--- src/rtl/usb_da_pkg.sv ---
// Shared constants and types for the USB DAC sample-cache packet path.
// Used by both the write-side and read-side sequencers.
package usb_da_pkg;

    localparam logic [31:0] HDR_MASK = 32'hFF0000FF;

    localparam logic [15:0] TYPE_CODE_1 = 16'h0000;
    localparam logic [15:0] TYPE_CODE_2 = 16'h000A;
    localparam logic [15:0] TYPE_CODE_3 = 16'h00AA;
    localparam logic [15:0] TYPE_CODE_4 = 16'h0AAA;
    localparam logic [15:0] TYPE_CODE_5 = 16'hAAAA;

    typedef enum logic [3:0] {
        PKT_NONE = 4'd0,
        PKT_T1   = 4'd1,
        PKT_T2   = 4'd2,
        PKT_T3   = 4'd3,
        PKT_T4   = 4'd4,
        PKT_T5   = 4'd5
    } pkt_type_t;

    localparam logic [3:0] DATA_PHASE = 4'd6;

    localparam logic [1:0] ERR_NONE    = 2'd0;
    localparam logic [1:0] ERR_BAD_HDR = 2'd1;
    localparam logic [1:0] ERR_OVERRUN = 2'd2;

endpackage

--- src/rtl/usb_hdr_decode.sv ---
// Combinational packet-header match and type decode.
// hdr_type is PKT_NONE when the word is not a header or carries an unknown code.
module usb_hdr_decode
    import usb_da_pkg::*;
(
    input  logic [31:0] data,
    output logic        is_hdr,
    output logic        hdr_ok,
    output logic [3:0]  hdr_type
);

    pkt_type_t t;

    always_comb begin
        is_hdr = ((data & HDR_MASK) == HDR_MASK);
        t      = PKT_NONE;
        if (is_hdr) begin
            case (data[23:8])
                TYPE_CODE_1: t = PKT_T1;
                TYPE_CODE_2: t = PKT_T2;
                TYPE_CODE_3: t = PKT_T3;
                TYPE_CODE_4: t = PKT_T4;
                TYPE_CODE_5: t = PKT_T5;
                default:     t = PKT_NONE;
            endcase
        end
        hdr_ok   = is_hdr && (t != PKT_NONE);
        hdr_type = t;
    end

endmodule

--- src/rtl/usb_pkt_wr_ctrl.sv ---
// Write-side packet sequencer: strips/decodes the header, writes payload into the
// sample cache at a wrapping address and hands finished packets off via req/ack.
module usb_pkt_wr_ctrl #(
    parameter int unsigned ADDR_W     = 8,
    parameter int unsigned PAY_LEN    = 128,
    parameter logic [3:0]  DATA_PHASE = usb_da_pkg::DATA_PHASE
) (
    input  logic              wrclock,
    input  logic              rst_n,
    input  logic [3:0]        usb_rd_state,
    input  logic [31:0]       data,
    input  logic              pkt_ack,
    output logic              wren,
    output logic [ADDR_W-1:0] wraddress,
    output logic [31:0]       wr_data,
    output logic              pkt_req,
    output logic [3:0]        pkt_type,
    output logic [ADDR_W-1:0] pkt_base,
    output logic              pkt_err,
    output logic [1:0]        err_code
);
    import usb_da_pkg::*;

    typedef enum logic [2:0] {
        S_IDLE,
        S_PAYLOAD,
        S_HANDOFF,
        S_WAIT_ACK,
        S_ACK_LOW
    } state_t;

    state_t            state;
    logic [ADDR_W-1:0] cnt;
    logic              accept;
    logic              is_hdr;
    logic              hdr_ok;
    logic [3:0]        hdr_type;

    assign accept = (usb_rd_state == DATA_PHASE);

    usb_hdr_decode u_hdr_decode (
        .data     (data),
        .is_hdr   (is_hdr),
        .hdr_ok   (hdr_ok),
        .hdr_type (hdr_type)
    );

    always_ff @(posedge wrclock or negedge rst_n) begin
        if (!rst_n) begin
            state     <= S_IDLE;
            cnt       <= '0;
            wren      <= 1'b0;
            wraddress <= '0;
            wr_data   <= '0;
            pkt_req   <= 1'b0;
            pkt_type  <= '0;
            pkt_base  <= '0;
            pkt_err   <= 1'b0;
            err_code  <= ERR_NONE;
        end else begin
            wren    <= 1'b0;
            pkt_err <= 1'b0;
            // Address advances the cycle after a write is presented, so wraddress
            // always shows the write address alongside wren and the next free slot otherwise.
            if (wren) wraddress <= wraddress + ADDR_W'(1);

            case (state)
                S_IDLE: begin
                    if (accept && is_hdr) begin
                        if (hdr_ok) begin
                            pkt_type <= hdr_type;
                            pkt_base <= wraddress;
                            cnt      <= '0;
                            state    <= S_PAYLOAD;
                        end else begin
                            pkt_err  <= 1'b1;
                            err_code <= ERR_BAD_HDR;
                        end
                    end
                end
                S_PAYLOAD: begin
                    if (accept) begin
                        wren    <= 1'b1;
                        wr_data <= data;
                        if (cnt == ADDR_W'(PAY_LEN - 1)) state <= S_HANDOFF;
                        else                             cnt   <= cnt + ADDR_W'(1);
                    end
                end
                S_HANDOFF: begin
                    pkt_req <= 1'b1;
                    state   <= S_WAIT_ACK;
                end
                S_WAIT_ACK: begin
                    if (pkt_ack) begin
                        pkt_req <= 1'b0;
                        state   <= S_ACK_LOW;
                    end
                end
                S_ACK_LOW: begin
                    if (!pkt_ack) state <= S_IDLE;
                end
                default: state <= S_IDLE;
            endcase

            // Any header arriving while a packet is still held is dropped as an overrun.
            if (accept && is_hdr &&
                (state == S_HANDOFF || state == S_WAIT_ACK || state == S_ACK_LOW)) begin
                pkt_err  <= 1'b1;
                err_code <= ERR_OVERRUN;
            end
        end
    end

endmodule
--- config.mk ---
export PLATFORM = sky130hd
export DESIGN_NAME = usb_pkt_wr_ctrl
export DESIGN_NICKNAME = d
export VERILOG_FILES = /design/src/rtl/usb_da_pkg.sv /design/src/rtl/usb_hdr_decode.sv /design/src/rtl/usb_pkt_wr_ctrl.sv
export SDC_FILE = /design/constraint.sdc
export NUM_CORES = 1
export LEC_CHECK = 0
export ABC_AREA = 1
export CAP_MARGIN = 15
export CORE_ASPECT_RATIO = 1.1
export CORE_UTILIZATION = 43
export DETAILED_ROUTE_END_ITERATION = 16
export PLACE_DENSITY = 0.77
export SYNTH_ARGS = -nofsm -noshare
export SYNTH_HDL_FRONTEND = slang
export SYNTH_HIERARCHICAL = 1
export SYNTH_SLANG_ARGS = --single-unit
--- constraint.sdc ---
create_clock -name wrclock -period 1.4 [get_ports wrclock]
set_clock_uncertainty 0.2 [all_clocks]
set_input_delay 0.28 -clock wrclock [delete_from_list [all_inputs] [get_ports wrclock]]
set_output_delay 0.28 -clock wrclock [all_outputs]
set_load 0.01 [all_outputs]
== Word level (Yosys, flattened, before mapping) ==
Cells that the tools add are included.

* Flip-flop bits (word level): 68
* Output and inout port bits: 57

* Equal/unequal tests: 19
* Reduce and logical (&&, ||, !) cells: 18
* Muxes and demuxes: 26
* Add/sub/neg operators: 2

{| class="wikitable"
|+ Operators by type and width
! cell !! number
|-
| $eq A16 B16 Y1 const B || 2
|-
| $mux W8 || 4
|-
| $pmux W3 S5 || 2
|-
| $mux W3 || 7
|-
| $add A8 B1 Y8 const B || 2
|-
| $eq A16 B12 Y1 const B || 1
|-
| $eq A16 B4 Y1 const B || 1
|-
| $eq A16 B8 Y1 const B || 1
|-
| $logic_not A16 Y1 || 1
|-
| $pmux W8 S2 || 1
|-
| $ne A2 B2 Y1 const B || 7
|-
| $eq A8 B7 Y1 const B || 1
|-
| $mux W2 || 4
|-
| $reduce_bool A2 Y1 || 4
|-
| $mux W1 || 7
|-
| $eq A3 B2 Y1 const B || 2
|-
| $reduce_and A3 Y1 || 2
|-
| $reduce_and A6 Y1 || 1
|-
| $reduce_and A5 Y1 || 1
|-
| $eq A4 B3 Y1 const B || 1
|-
| $reduce_and A2 Y1 || 2
|-
| $reduce_bool A4 Y1 || 1
|-
| $eq A3 B1 Y1 const B || 1
|-
| $eq A3 B3 Y1 const B || 1
|-
| other kinds (5) || 8
|}

== Longest topological paths before layout ==
* Word-level depth: 9
* Depth in mapped cells: 13
* Depth with buffers taken out: 13

== Cells and area by module ==
Netlist, hierarchy kept.

{| class="wikitable"
|+ Modules (own cells, without submodules)
! module !! times used !! cells each !! area an instance (um2)
|-
| usb_pkt_wr_ctrl || 1 || 351 || 2991.6
|-
| usb_hdr_decode || 1 || 61 || 280.3
|}

== Worst setup path after synthesis ==
OpenSTA, ideal clock, no wires.

* Path type: input to register
* Start point: input port data[8]
* End point: register state[0]
* Stages on the path: 10
* Slack: -0.226 ns
* Library setup time: 0.123 ns
* Arrival time: 1.303 ns
* Path through: nor2_1 nand3_1 nor2_1 nand3_2 nand3_2 inv_1 nand2_1 nand3_4 o21ai_0 nand2_1

* Longest elaborated chain between the ends: 7
* Elaborated cells on any way between the ends: 11

{| class="wikitable"
|+ Ends and longest elaborated chain
! what !! RTL line !! source
|-
| start: declaration || usb_pkt_wr_ctrl.sv:11 || <nowiki>input logic [31:0] data,</nowiki>
|-
| $eq A16 B16 Y1, or another cell as far along || usb_hdr_decode.sv:18 || <nowiki>case (data[23:8])</nowiki>
|-
| $pmux W3 S5 (*) || usb_hdr_decode.sv:18 ||
|-
| $mux W3 (*) || usb_hdr_decode.sv:17 || <nowiki>if (is_hdr) begin</nowiki>
|-
| $reduce_bool A4 Y1 (*) || usb_hdr_decode.sv:27 || <nowiki>hdr_ok = is_hdr && (t != PKT_NONE);</nowiki>
|-
| $logic_and A1 B1 Y1 (*) || usb_hdr_decode.sv:27 ||
|-
| via hdr_ok || usb_pkt_wr_ctrl.sv:36 || <nowiki>logic hdr_ok;</nowiki>
|-
| $ne A2 B2 Y1 (no source line) (*) || - ||
|-
| $reduce_and A6 Y1 (no source line) (*) || - ||
|-
| end signal: assignment || usb_pkt_wr_ctrl.sv:50 || <nowiki>state <= S_IDLE;</nowiki>
|-
| end signal: assignment || usb_pkt_wr_ctrl.sv:74 || <nowiki>state <= S_PAYLOAD;</nowiki>
|-
| end signal: assignment || usb_pkt_wr_ctrl.sv:85 || <nowiki>if (cnt == ADDR_W'(PAY_LEN - 1)) state <= S_HANDOFF;</nowiki>
|-
| end: declaration || usb_pkt_wr_ctrl.sv:32 || <nowiki>state_t state;</nowiki>
|}

Mark *: on every way through the listed nets, which the timed path passes. The rest lies on a longest branch.
A chain may end at the register's enable or synchronous reset.

== Worst setup path in the final report ==
* Start point: input port data[17]
* End point: register cnt[0]

* Longest elaborated chain between the ends: 7
* Elaborated cells on any way between the ends: 11

{| class="wikitable"
|+ Ends and longest elaborated chain
! what !! RTL line !! source
|-
| $eq A16 B16 Y1, or another cell as far along || usb_hdr_decode.sv:18 ||
|-
| $pmux W3 S5 (*) || usb_hdr_decode.sv:18 ||
|-
| $mux W3 (*) || usb_hdr_decode.sv:17 ||
|-
| $reduce_bool A4 Y1 (*) || usb_hdr_decode.sv:27 ||
|-
| $logic_and A1 B1 Y1 (*) || usb_hdr_decode.sv:27 ||
|-
| via hdr_ok || usb_pkt_wr_ctrl.sv:36 ||
|-
| $ne A2 B2 Y1 (no source line) (*) || - ||
|-
| $reduce_and A5 Y1 (no source line) (*) || - ||
|-
| end signal: assignment || usb_pkt_wr_ctrl.sv:86 || <nowiki>else cnt <= cnt + ADDR_W'(1);</nowiki>
|-
| end: declaration || usb_pkt_wr_ctrl.sv:33 || <nowiki>logic [ADDR_W-1:0] cnt;</nowiki>
|}

Marked as above.

==> report_table.html <==
<table>
<tr><th>Metric</th><th>Value</th></tr>
<tr><th colspan="2">Logic synthesis</th></tr>
<tr><td>Largest family of logic cells by synthesized area</td><td>simple AND/OR/NAND/NOR gates</td></tr>
<tr><td>Share of flip-flops with an asynchronous set or reset after synthesis</td><td>100%</td></tr>
<tr><td>Syn nets</td><td>453</td></tr>
<tr><td>Count of flip-flops with a built-in enable after synthesis</td><td>0</td></tr>
<tr><td>Unique masters post-synth</td><td>29</td></tr>
<tr><td>Synthesized area</td><td>3270 um^2</td></tr>
<tr><td>Per-instance average area after synthesis</td><td>approximately 7.9 um^2</td></tr>
<tr><td>Count of synthesis-stage warnings from yosys</td><td>6</td></tr>
<tr><td>Most instantiated flip-flop cell in the synthesis netlist</td><td>sky130_fd_sc_hd__dfrtp_1</td></tr>
<tr><td>Fraction of the mapped netlist area in compound gates</td><td>3.79%</td></tr>
<tr><td>Count of mapped cells out of synthesis</td><td>412</td></tr>
<tr><td>Flip-flop and latch count after synthesis</td><td>68</td></tr>
<tr><td>Seq/Total Area, Yosys</td><td>52.0%</td></tr>
<tr><td>Parity-gate share of the synthesized area counting xor and xnor cells</td><td>2.14%</td></tr>
<tr><td>Post-synthesis adder-cell area fraction</td><td>0.765%</td></tr>
<tr><td>Basic-gate share of the synthesized area counting and, or, nand and nor cells</td><td>34.0%</td></tr>
<tr><td>Mux cell area share after synthesis</td><td>0%</td></tr>
<tr><th colspan="2">Placement</th></tr>
<tr><td>Global placement routability congestion</td><td>0.829</td></tr>
<tr><td>Detailed placer's ending HPWL</td><td>around 5.7 mm</td></tr>
<tr><td>Count of buffers from port buffering</td><td>95</td></tr>
<tr><td>Placed insts</td><td>between 600 and 700</td></tr>
<tr><td>Placement Cell Area</td><td>4580 um^2</td></tr>
<tr><th colspan="2">STA</th></tr>
<tr><td>Worst Slack Setup Final</td><td>-0.356 ns</td></tr>
<tr><td>Clock period minus final worst setup slack</td><td>1.76 ns</td></tr>
<tr><td>Final hold viol count</td><td>0</td></tr>
<tr><td>Setup violations, final</td><td>66</td></tr>
<tr><td>Total Neg Setup Slack</td><td>-12.81 ns</td></tr>
<tr><td>Final number of max-transition violations</td><td>0</td></tr>
<tr><td>Crit share post-route</td><td>125%</td></tr>
<tr><td>RSZ-0062 raised after global routing</td><td>true</td></tr>
<tr><td>Achievable frequency</td><td>570 MHz</td></tr>
<tr><th colspan="2">Detailed routing</th></tr>
<tr><td>Detail-routed via count per cell</td><td>5.28</td></tr>
<tr><td>Final ANT Viol Nets</td><td>0</td></tr>
<tr><td>Number of remaining DRC errors</td><td>0</td></tr>
<tr><td>Drt first-iter violations</td><td>292</td></tr>
<tr><td>WL per Instance</td><td>18.8 um</td></tr>
<tr><td>Number of detailed-routing iterations run before antenna repair</td><td>5</td></tr>
<tr><td>Routed wire length</td><td>roughly 14 mm</td></tr>
<tr><td>Routed vias</td><td>3793</td></tr>
<tr><th colspan="2">GRT</th></tr>
<tr><td>Pin count of the biggest net entering global routing</td><td>69</td></tr>
<tr><td>Number of antenna violations at the first check in global routing</td><td>0</td></tr>
<tr><td>Wire length of the first global-routing pass</td><td>16.9 mm</td></tr>
<tr><td>Via count of the first global-routing pass</td><td>3699</td></tr>
<tr><td>Congestion Overflow GR</td><td>0</td></tr>
<tr><td>Total track usage</td><td>27.5%</td></tr>
<tr><th colspan="2">Setup path</th></tr>
<tr><td>Crit end category</td><td>flip-flop</td></tr>
<tr><td>CP arrival</td><td>roughly 1.8 ns</td></tr>
<tr><td>Kind of critical path</td><td>input pin to flip-flop</td></tr>
<tr><td>Peak fanout along the critical path</td><td>8</td></tr>
<tr><td>Kind of start point of the critical path</td><td>input pin</td></tr>
<tr><td>CP required</td><td>1.43 ns</td></tr>
<tr><th colspan="2">Finish</th></tr>
<tr><td>Layout-stage area growth over the synthesis result</td><td>83.7%</td></tr>
<tr><td>Proportion of layout cells with a drive suffix above 1</td><td>between 50% and 60%</td></tr>
<tr><td>Final design utilization</td><td>81.3%</td></tr>
<tr><td>Most common cell after layout, fill and taps aside</td><td>sky130_fd_sc_hd__nand2_1</td></tr>
<tr><td>Finished layout cell area</td><td>6010 um^2</td></tr>
<tr><td>Antenna diode count</td><td>0</td></tr>
<tr><td>Layout Nets</td><td>669</td></tr>
<tr><td>Final cell count without fillers</td><td>719</td></tr>
<tr><td>Commonest cells after routing, fill and taps aside</td><td>sky130_fd_sc_hd__nand2_1 (92), sky130_fd_sc_hd__nand2_2 (82), sky130_fd_sc_hd__buf_2 (68), sky130_fd_sc_hd__buf_4 (67), sky130_fd_sc_hd__dfrtp_1 (66)</td></tr>
<tr><td>Filler Cell Count</td><td>394</td></tr>
<tr><th colspan="2">Worst hold path</th></tr>
<tr><td>Hold crit path type</td><td>input pin to flip-flop</td></tr>
<tr><th colspan="2">Floorplanning</th></tr>
<tr><td>Placeable core region</td><td>7390 um^2</td></tr>
<tr><td>Num ports</td><td>between 90 and 100</td></tr>
<tr><td>Floorplan die area</td><td>7960 um^2</td></tr>
<tr><td>Chip Width</td><td>around 85 um</td></tr>
<tr><td>Vertical die dimension</td><td>93.5 um</td></tr>
<tr><td>Effective utilization at floorplan</td><td>44.3%</td></tr>
<tr><td>Row count</td><td>33</td></tr>
<tr><th colspan="2">CTS</th></tr>
<tr><td>Maximum buffer depth of the clock tree</td><td>2</td></tr>
<tr><td>CTS Buf Count</td><td>9</td></tr>
<tr><td>CTS clock-pin slew for the worst setup and hold paths</td><td>0.08 ns</td></tr>
<tr><td>Skew-Pair Late Insertion Delay</td><td>0.36 ns</td></tr>
<tr><td>Clock Sinks</td><td>68</td></tr>
<tr><td># H-tree levels</td><td>3</td></tr>
<tr><td>Root buffer cell</td><td>sky130_fd_sc_hd__clkbuf_8</td></tr>
<tr><td>CTS tree</td><td>done</td></tr>
<tr><th colspan="2">Power</th></tr>
<tr><td>Leak pwr</td><td>3.24 nW</td></tr>
<tr><td>Post-layout total power</td><td>8.07 mW</td></tr>
<tr><td>IR Drop Worst-Case VDD</td><td>~0.0011 V</td></tr>
<tr><td>Areal power density over the cells</td><td>1340 nW/um^2</td></tr>
<tr><th colspan="2">Status</th></tr>
<tr><td>Outcome</td><td>finished, violations left</td></tr>
<tr><td>Violated checks</td><td>negative setup slack</td></tr>
<tr><th colspan="2">Run</th></tr>
<tr><td>Max-cap violation count</td><td>0</td></tr>
</table>
[where the power goes]
group	internal, mW	switching [mW]
sequential	2.44	0.384
combinational	1.56	1.80
clock	1.04	0.839
[worst paths after layout]
path / from / endpoint / slack [ns] / cells past startpoint
max: data[17] / cnt[0]$_DFFE_PN0P_ / -0.36 / 13
max in group asynchronous: rst_n / wr_data[16]$_DFFE_PN0P_ / 0.39 / 3
min: data[11] / wr_data[11]$_DFFE_PN0P_ / 0.04 / 3
min in group asynchronous: rst_n / pkt_base[3]$_DFFE_PN0P_ / 0.26 / 3
max reg2reg: state[1]$_DFFE_PN0P_ / wr_data[19]$_DFFE_PN0P_ / -0.28 / 7
min reg2reg: wr_data[7]$_DFFE_PN0P_ / wr_data[7]$_DFFE_PN0P_ / 0.29 / 2
[worst max-delay path, stage by stage]
cell and delay (ns):
sky130_fd_sc_hd__buf_2 0.12, sky130_fd_sc_hd__inv_1 0.10, sky130_fd_sc_hd__nand2_2 0.08, sky130_fd_sc_hd__nor2_4 0.15
sky130_fd_sc_hd__nand2_4 0.09, sky130_fd_sc_hd__nor2_4 0.11, sky130_fd_sc_hd__nand3_2 0.12, sky130_fd_sc_hd__nand3_4 0.14
sky130_fd_sc_hd__nand4_1 0.13, sky130_fd_sc_hd__nand2_1 0.15, sky130_fd_sc_hd__nand3_4 0.15, sky130_fd_sc_hd__nand2_1 0.10
sky130_fd_sc_hd__nand2_1 0.07
[cells by family after synthesis]
family,Yosys count
AO/OA/AOI/OAI,23
XOR/XNOR,8
adder cells (fa/ha/maj),2
buffers and inverters,50
flip-flops,68
other,1
AND/OR/NAND/NOR,260
[layout make-up]
type | instances | area, um^2 | share of cell area (%)
flip-flops and latches | 68 | 1700 | 28.4
repair buffers | 212 | 1760 | 29.3
well taps | 87 | 109 | 1.81
repair inverters | 2 | 31.3 | 0.520
clock inverters | 4 | 73.8 | 1.23
multi-input cells | 294 | 1990 | 33.1
inverters | 41 | 200 | 3.33
clock buffers | 11 | 141 | 2.35
[metrics by stage]
step | hold slack [ns] | setup slack [ns]
3_5_place_dp | 0.128 | -0.928
2_1_floorplan | -0.216 | -0.178
6_report | 0.0399 | -0.356
4_1_cts | 0.000882 | -0.139
3_3_place_gp | 0.132 | -0.850
5_1_grt | 0.0309 | -0.434
[state kept, by name, summed over array words and instances (netlist names)]
name       count
pkt_err        1
pkt_base       8
pkt_req        1
pkt_type       4
wr_data       32
state          3
wren           1
err_code       2
wraddress      8
cnt            8
[synth_stat cells, drive strengths merged, types with 2 or more instances]
cell type | count | area share [%]
dfrtp | 68 | 52
nor3 | 2 | 0.31
nor2 | 37 | 5.5
ha | 2 | 0.76
o21ai | 17 | 2.6
nand4 | 4 | 0.76
buf | 9 | 2.4
a21oi | 2 | 0.31
xor2 | 7 | 1.9
nand2 | 202 | 24
inv | 41 | 4.8
nand3 | 15 | 3.8
[metal layers]
layer  track usage, %  wire length, um  vias to the layer above
li1                 -                -                     1682
met1             30.3             4910                     1884
met2             50.7             7340                      174
met3             6.88              751                       53
met4             10.7              505                        0
met5                0                0                        -
[repair_timing]
item / CTS / global route
pin swaps: 51 / 67
gates resized for setup: 453 / 169
hold buffers: 27 / 3
setup endpoints to repair: 116 / 69
cloned: 4 / 5
hold endpoints to repair: 94 / 3
buffers inserted: 38 / 14
No activity file was read; power rests on OpenSTA's default activity.
